## src/rtl/ps2_tx.sv

```systemverilog
// Host-to-device PS/2 transmitter: inhibits the clock, issues a start bit, then shifts a command
// byte plus odd parity out on device-generated clock edges and reports one done/error per byte.
module ps2_tx #(
  parameter int INHIBIT_CYCLES       = 5000,
  parameter int START_TIMEOUT_CYCLES = 750000,
  parameter int BIT_TIMEOUT_CYCLES   = 100000
) (
  input  logic       clk_i,
  input  logic       rst_i,
  input  logic [7:0] data_i,
  input  logic       valid_i,
  output logic       ready_o,
  output logic       done_o,
  output logic       error_o,
  output logic       rx_inhibit_o,
  input  logic       ps2_clk_i,
  input  logic       ps2_data_i,
  output logic       ps2_clk_oe_o,
  output logic       ps2_data_oe_o
);

  localparam int TMAX = (START_TIMEOUT_CYCLES > BIT_TIMEOUT_CYCLES) ?
                        START_TIMEOUT_CYCLES : BIT_TIMEOUT_CYCLES;
  localparam int TW   = $clog2(TMAX + 1);
  localparam int IW   = $clog2(INHIBIT_CYCLES + 1);

  typedef enum logic [2:0] {
    S_IDLE,
    S_INHIBIT,
    S_REQUEST,
    S_SEND,
    S_STOP,
    S_ACK,
    S_WAIT_IDLE
  } state_t;

  state_t state, state_nx;

  logic [1:0]    clk_sync, data_sync;
  logic          clk_prev;
  logic          clk_s, data_s, fall;
  logic [8:0]    shift;
  logic [3:0]    bitcnt;
  logic [IW-1:0] inh_cnt;
  logic [TW-1:0] tmr;
  logic          ack_err;
  logic          done_q, error_q;

  // Control strobes produced by the next-state logic
  logic accept, shift_en, tmr_ld_start, tmr_ld_bit, ack_cap, finish, finish_err;
  logic tmr_run, expire;

  assign clk_s   = clk_sync[1];
  assign data_s  = data_sync[1];
  assign fall    = clk_prev & ~clk_s;
  assign tmr_run = (state == S_SEND) || (state == S_STOP) ||
                   (state == S_ACK)  || (state == S_WAIT_IDLE);
  // The timer value present in a cycle is the number of cycles left until timeout fires
  assign expire  = (tmr <= TW'(1));

  always_ff @(posedge clk_i) begin
    if (rst_i) begin
      clk_sync  <= 2'b11;
      data_sync <= 2'b11;
      clk_prev  <= 1'b1;
    end else begin
      clk_sync  <= {clk_sync[0], ps2_clk_i};
      data_sync <= {data_sync[0], ps2_data_i};
      clk_prev  <= clk_s;
    end
  end

  always_ff @(posedge clk_i) begin
    if (rst_i) begin
      state <= S_IDLE;
    end else begin
      state <= state_nx;
    end
  end

  always_comb begin
    state_nx     = state;
    accept       = 1'b0;
    shift_en     = 1'b0;
    tmr_ld_start = 1'b0;
    tmr_ld_bit   = 1'b0;
    ack_cap      = 1'b0;
    finish       = 1'b0;
    finish_err   = 1'b0;
    case (state)
      S_IDLE: begin
        if (valid_i) begin
          accept   = 1'b1;
          state_nx = S_INHIBIT;
        end
      end
      S_INHIBIT: begin
        if (inh_cnt == '0) state_nx = S_REQUEST;
      end
      S_REQUEST: begin
        tmr_ld_start = 1'b1;
        state_nx     = S_SEND;
      end
      S_SEND: begin
        if (fall) begin
          shift_en   = 1'b1;
          tmr_ld_bit = 1'b1;
          if (bitcnt == 4'd8) state_nx = S_STOP;
        end else if (expire) begin
          finish     = 1'b1;
          finish_err = 1'b1;
          state_nx   = S_IDLE;
        end
      end
      S_STOP: begin
        if (fall) begin
          tmr_ld_bit = 1'b1;
          state_nx   = S_ACK;
        end else if (expire) begin
          finish     = 1'b1;
          finish_err = 1'b1;
          state_nx   = S_IDLE;
        end
      end
      S_ACK: begin
        if (fall) begin
          ack_cap  = 1'b1;
          state_nx = S_WAIT_IDLE;
        end else if (expire) begin
          finish     = 1'b1;
          finish_err = 1'b1;
          state_nx   = S_IDLE;
        end
      end
      S_WAIT_IDLE: begin
        if (clk_s && data_s) begin
          finish     = 1'b1;
          finish_err = ack_err;
          state_nx   = S_IDLE;
        end else if (expire) begin
          finish     = 1'b1;
          finish_err = 1'b1;
          state_nx   = S_IDLE;
        end
      end
      default: state_nx = S_IDLE;
    endcase
  end

  always_ff @(posedge clk_i) begin
    if (rst_i) begin
      shift   <= '1;
      bitcnt  <= '0;
      inh_cnt <= '0;
      tmr     <= '0;
      ack_err <= 1'b0;
      done_q  <= 1'b0;
      error_q <= 1'b0;
    end else begin
      done_q  <= finish;
      error_q <= finish & finish_err;
      if (accept) begin
        shift   <= {~^data_i, data_i};
        bitcnt  <= '0;
        inh_cnt <= IW'(INHIBIT_CYCLES - 1);
      end else if (shift_en) begin
        // Refill with ones so an over-run would only ever release the data line
        shift  <= {1'b1, shift[8:1]};
        bitcnt <= bitcnt + 4'd1;
      end
      if (state == S_INHIBIT && inh_cnt != '0) inh_cnt <= inh_cnt - IW'(1);
      if (tmr_ld_start) begin
        tmr <= TW'(START_TIMEOUT_CYCLES);
      end else if (tmr_ld_bit) begin
        tmr <= TW'(BIT_TIMEOUT_CYCLES);
      end else if (tmr_run && tmr != '0) begin
        tmr <= tmr - TW'(1);
      end
      if (ack_cap) ack_err <= data_s;
    end
  end

  assign ready_o       = (state == S_IDLE) && !rst_i;
  assign rx_inhibit_o  = (state != S_IDLE);
  assign done_o        = done_q;
  assign error_o       = error_q;
  assign ps2_clk_oe_o  = (state == S_INHIBIT) || (state == S_REQUEST);
  assign ps2_data_oe_o = (state == S_REQUEST) || ((state == S_SEND) && !shift[0]);

endmodule

```

## config.mk

```make
export PLATFORM = sky130hd
export DESIGN_NAME = ps2_tx
export DESIGN_NICKNAME = d
export VERILOG_FILES = /design/src/rtl/ps2_tx.sv
export SDC_FILE = /design/constraint.sdc
export NUM_CORES = 1
export LEC_CHECK = 0
export ABC_AREA = 1
export CORE_MARGIN = 1.5
export CORE_UTILIZATION = 50
export DETAILED_ROUTE_END_ITERATION = 16
export HOLD_SLACK_MARGIN = 0.02
export PLACE_DENSITY = 0.7
export SLEW_MARGIN = 10
export SYNTH_ARGS = -nofsm -noshare
export SYNTH_HDL_FRONTEND = slang
export SYNTH_SLANG_ARGS = --single-unit
export TNS_END_PERCENT = 10
```

## constraint.sdc

```tcl
create_clock -name clk_i -period 2 [get_ports clk_i]
set_input_delay 0.2 -clock clk_i [delete_from_list [all_inputs] [get_ports clk_i]]
set_output_delay 0.2 -clock clk_i [all_outputs]
set_load 0.05 [all_outputs]
```

==> results of run 1 <==
[synth_stat cells]
| cell | n | share of area (%) |
|---|---|---|
| a21boi_1 | 1 | 0.23 |
| or2_2 | 4 | 0.76 |
| nor3_1 | 7 | 1.1 |
| nor2_2 | 7 | 1.3 |
| nand3_2 | 3 | 0.91 |
| xor2_1 | 9 | 2.4 |
| inv_1 | 54 | 6.1 |
| buf_6 | 4 | 1.4 |
| a31oi_1 | 1 | 0.19 |
| xnor2_1 | 13 | 3.4 |
| nand2_2 | 4 | 0.76 |
| o21ai_0 | 33 | 5.0 |
| dfxtp_1 | 57 | 34 |
| o21bai_1 | 1 | 0.23 |
| nor3b_1 | 1 | 0.23 |
| nor3b_2 | 1 | 0.38 |
| nand3b_1 | 3 | 0.68 |
| nor4_1 | 1 | 0.19 |
| o22ai_1 | 1 | 0.19 |
| nand2_1 | 127 | 14 |
| clkbuf_1 | 3 | 0.34 |
| o31ai_1 | 1 | 0.23 |
| ha_1 | 5 | 1.9 |
| nand3_1 | 35 | 5.3 |
| nand4_1 | 7 | 1.3 |
| nand2_4 | 1 | 0.34 |
| inv_2 | 7 | 0.79 |
| a21oi_1 | 26 | 3.9 |
| buf_2 | 3 | 0.45 |
| nor2_1 | 79 | 9.0 |
| nor2_4 | 1 | 0.34 |
| nand3_4 | 3 | 1.6 |
| a21oi_2 | 1 | 0.26 |
[worst max path at each step]
stage / start / endpoint / slack (ps) / cells past startpoint
after floorplan: state[1] / ps2_data_oe_o / 80 / 2
after global placement: inh_cnt[0] / state[0] / 290 / 11
after detailed placement: tmr[0] / tmr[16] / 220 / 9
after CTS: state[1] / ps2_data_oe_o / 90 / 5
after global routing: inh_cnt[0] / inh_cnt[1] / 3 / 11
final: state[1] / ps2_data_oe_o / 110 / 5
[cell type report]
class | instances | area, um2
clock inverters | 5 | 53.8
well taps | 77 | 96.3
repair buffers | 27 | 275
inverters | 61 | 233
multi-input cells | 376 | 1880
clock buffers | 11 | 151
flip-flops and latches | 57 | 1140
fillers | 598 | 2550
[what timing repair did]
item	in CTS	in global routing
buffers inserted	0	1
endpoints found under the setup margin	0	3
gates resized for setup	0	4
[state kept, by name, summed over array words and instances, names as in the netlist]
| name | count |
|---|---|
| tmr | 20 |
| inh_cnt | 13 |
| shift | 9 |
| bitcnt | 4 |
| state | 3 |
| clk_sync | 2 |
| data_sync | 2 |
| ack_err | 1 |
| clk_prev | 1 |
| done_o | 1 |
| error_o | 1 |
[cells in the final DEF (no fill, tap or decap), types with 5 or more instances in the layout]
cell type / n
nand4_1: 7
nand3_1: 35
inv_1: 53
nor2_1: 79
a21oi_1: 25
nor2_2: 7
xor2_1: 9
ha_1: 5
xnor2_1: 13
inv_2: 7
nor3_1: 7
nand2_1: 126
clkbuf_8: 11
clkdlybuf4s50_1: 14
buf_4: 10
dfxtp_1: 57
o21ai_0: 33
[metal layers]
metal	routed length (um)	GRT usage (%)
met5	0	0
met4	223	11.7
met3	313	4.52
met2	3460	36.9
met1	3400	28.2
[kinds of logic (layout without fill, tap and decap cells)]
logic type      count (synthesis)  count (layout)  share of synthesized area (%)
xor+xnor                       22              22                           5.82
compound gates                 65              65                           10.2
buf+inv                        71             104                           9.07
flops                          57              57                           34.5
fa+ha+maj                       5               5                           1.89
simple gates                  284             284                           38.5
[power by group through the flow]
stage | Clock (mW) | Combinational, mW | Sequential [mW]
floorplan | 0 | 2.55 | 1.58
CTS | 1.14 | 3.23 | 1.61
global placement | 0 | 3.15 | 1.62
finish | 1.12 | 3.29 | 1.61
global route | 1.19 | 3.72 | 1.64
detailed placement | 0 | 3.20 | 1.63
[worst max-delay path, delay by kind of cell (launching register included)]
kind / cells / cell delay [ps]
flops: 1 / 510
buf+inv: 3 / 420
simple gates: 1 / 230
compound gates: 1 / 200
[metrics by stage]
step	instances	total power [mW]	utilization (%)
CTS	613	5.97	59.6
detailed placement	597	4.83	56.4
finish	614	6.02	60.0
global placement	597	4.78	56.4
floorplan	504	4.12	-
global route	614	6.55	60.0
==> flow_summary.json, run 1 <==
{
  "vdd_drop_max_mv": 0.879,
  "reg2reg_depth": 11,
  "cp_max_fo": 9,
  "row_count": 29,
  "power_switching_share_pct": 46.5,
  "post-route-min-period_ps": 1890,
  "crit_required_ps": 1800,
  "power.share.clock_pct": 18.6,
  "path_clk_slew_ps": 60,
  "hold_ws_ps": 407,
  "setup_tns_ps": 0,
  "netlist_instances": 504,
  "cp_slowest_cell": "dfxtp_1",
  "endpoint_kind": "output pin",
  "ys_ff_latch": 57,
  "ctsHoldBuffers": 0,
  "r2r_end": "inh_cnt[1]",
  "cts_tree": "built",
  "nets": 550,
  "grt_pass1_vias": 3019,
  "drc": 0,
  "power_density_nw_per_um2": 1570,
  "r2r_start": "inh_cnt[0]",
  "maxSlewHeadroom_pct": 67.5,
  "drv_slew": 0,
  "overflow": 0,
  "first_pass_iters": 5,
  "core-area_um2": 6390,
  "area_growth_pct": 15.7,
  "post-place-ws_ps": 218,
  "hold_start": "data_sync[0]",
  "fin_crit_sh_pct": 94.7,
  "cap_viol_max_count": 0,
  "grt_max_degree": 23,
  "synth_area_um2": 3310,
  "setup_viol": 0,
  "start_util_pct": 51.8,
  "grt_util_all_layers_pct": 22.6,
  "io_pins": 19,
  "seqPwrFrac_pct": 26.8,
  "p_comb_share_pct": 54.6,
  "vias": 3120,
  "yosysWarnings": 0,
  "drive_above_1_share_pct": 11.9,
  "leakage_nw": 1.86,
  "grt_pass1_wl_mm": 13.1,
  "die_w_um": 84.4,
  "cpPeakStageDelay_ps": 510,
  "worst_hold_path.num_cells": 1,
  "clock_sinks": 57,
  "htree_levels": 3,
  "worstSkewPairLatency_ps": 340,
  "cp_cell_sequence": "inv_2 > nor2_1 > inv_2 > o21ai_0 > buf_12",
  "fin_ws_ps": 106,
  "num_antenna_cells": 0,
  "rrSetupSlack_ps": 190,
  "clock_path_buffers": 2,
  "hold_class": "flop to flop",
  "cp.arrival_ps": 1690,
  "start_kind": "flop",
  "hold_end": "data_sync[1]",
  "synth.avg_cell_area_um2": 6.57,
  "finClkSkew_ps": 11.2,
  "switchingPower_mw": 2.80,
  "dp_hpwl_mm": 5.49,
  "viasPerCell": 5.08,
  "cts_buffers": 9,
  "die_area_um2": 7120,
  "dr.first_iter.drc_count": 169,
  "cp_common_cell": "inv_2",
  "grt_antenna_before_repair": 0,
  "place.gp.congestion": 0.919,
  "crit_type": "flop to output pin",
  "die_h_um": 84.4,
  "fmax_mhz": 528,
  "synth_nets": 522,
  "postPlaceCellArea_um2": 3600,
  "ys_types": 33,
  "yosysSeqAreaShare_pct": 34.5,
  "drt-total-wl_mm": 7.40,
  "rsz0062_at_grt": "no",
  "io_buffers": 18,
  "p_int_mw": 3.22,
  "status": "completed",
  "final_area_um2": 3830,
  "ant_nets": 0,
  "report.final.hold_viol_count": 0,
  "tightest_slew_ps": 486,
  "root_buffer": "clkbuf_8",
  "wl_per_cell_um": 12.0
}
Power figures use the tool's default switching activity.
==> inputs of run 2 (changes only) <==
CORE_UTILIZATION = 60   (was 50)
PLACE_DENSITY = 0.81   (was 0.7)
==> flow_summary.json, run 2 (same netlist as run 1, synthesis figures left out) <==
{
  "crit_required_ps": 1800,
  "drive_above_1_share_pct": 11.0,
  "setup_tns_ps": 0,
  "status": "completed",
  "hold_class": "flop to flop",
  "worstSkewPairLatency_ps": 340,
  "placedCellCount": 589,
  "dp_hpwl_mm": 5.60,
  "leakage_nw": 1.86,
  "first_pass_iters": 5,
  "clock_sinks": 57,
  "drt-total-wl_mm": 7.58,
  "endpoint_kind": "output pin",
  "finClkSkew_ps": 9.59,
  "htree_levels": 3,
  "dr.first_iter.drc_count": 199,
  "cts_tree": "built",
  "cp.arrival_ps": 1690,
  "p_total_mw": 6.03,
  "io_pins": 19,
  "num_antenna_cells": 0,
  "core-area_um2": 5200,
  "rsz0062_at_grt": "no",
  "reg_top3": "tmr x20, inh_cnt x13, shift x9",
  "grtUsageMet1_pct": 32.2,
  "io_buffers": 18,
  "post_cts_buffers": 0,
  "nets": 548,
  "report.final.hold_viol_count": 0,
  "die_h_um": 77.3,
  "tightest_slew_ps": 528,
  "path_clk_slew_ps": 60,
  "grt_busiest_layer": "met2",
  "viasPerCell": 5.28,
  "grt_max_degree": 23,
  "vdd_drop_max_mv": 0.950,
  "cap_viol_max_count": 0,
  "vias": 3192,
  "start_kind": "flop",
  "place.gp.congestion": 0.909,
  "die_w_um": 77.3,
  "setup_viol": 0,
  "cts_resized": 0,
  "grt_antenna_before_repair": 0,
  "grt_pass1_vias": 2989,
  "hold_ws_ps": 418,
  "crit_type": "flop to output pin",
  "area_growth_pct": 14.9,
  "met2_usage_pct": 48.5,
  "drc": 0,
  "overflow": 0,
  "use_met3_pct": 5.12,
  "clock_path_buffers": 2,
  "regMostFlops": "tmr",
  "ant_nets": 0,
  "root_buffer": "clkbuf_8",
  "wl_per_cell_um": 12.5,
  "cp_max_fo": 9,
  "row_count": 26,
  "postPlaceCellArea_um2": 3590,
  "power_density_nw_per_um2": 1580,
  "cts_buffers": 9,
  "maxSlewHeadroom_pct": 64.8,
  "mostFrequentLayoutCells": "nand2_1, nor2_1, dfxtp_1, inv_1, nand3_1",
  "largest_register_ff_count": 20,
  "grt_util_all_layers_pct": 27.6,
  "final_area_um2": 3800,
  "start_util_pct": 63.6,
  "fin_ws_ps": 111,
  "utilization_pct": 73.1,
  "die_area_um2": 5970,
  "fin_cells": 604,
  "post-place-ws_ps": 197,
  "post-route-min-period_ps": 1890,
  "ctsHoldBuffers": 0,
  "fmax_mhz": 529,
  "layout_commonest_cell": "nand2_1",
  "fin_crit_sh_pct": 94.5,
  "grt_pass1_wl_mm": 13.1,
  "drv_slew": 0
}
==> run 2: where the power goes <==
| group | switching (mW) | leakage, nW | total (mW) | internal (mW) |
|---|---|---|---|---|
| clock network | 0.456 | 0.112 | 1.16 | 0.702 |
| registers | 0.237 | 0.466 | 1.62 | 1.38 |
| logic | 2.08 | 1.28 | 3.25 | 1.17 |
==> run 2: critical path, cell delays in order (launching register included) <==
cell	delay [ps]
dfxtp_1	370
nor2_1	150
inv_1	70
nor2_1	220
inv_2	150
o21ai_0	200
buf_12	190
==> run 2: per-layer routing <==
metal / up-vias / share of wire, %
met3: 16 / 4.0
met4: 0 / 2.0
li1: 1651 / -
met2: 67 / 49
met1: 1458 / 45
met5: - / 0
==> run 2: final timing paths <==
kind	from	to	slack [ps]	depth (start not counted)
setup / recovery	state[0]	ps2_data_oe_o	110	6
hold / removal	data_sync[0]	data_sync[1]	420	1
setup reg to reg	tmr[0]	tmr[1]	140	10
hold reg to reg	data_sync[0]	data_sync[1]	420	1
==> run 2: layout make-up <==
class	instances	area, um2
fillers	453	1400
clock inverters	2	35.0
multi-input cells	376	1870
repair buffers	25	260
flip-flops and latches	57	1140
well taps	70	87.6
inverters	61	229
clock buffers	13	179
==> inputs of run 3 (changes only) <==
CORE_UTILIZATION = 50   (was 60)
PLACE_DENSITY = 0.7   (was 0.81)
==> results of run 3 <==
Final layout, timing and power as in run 1 (identical DEF).
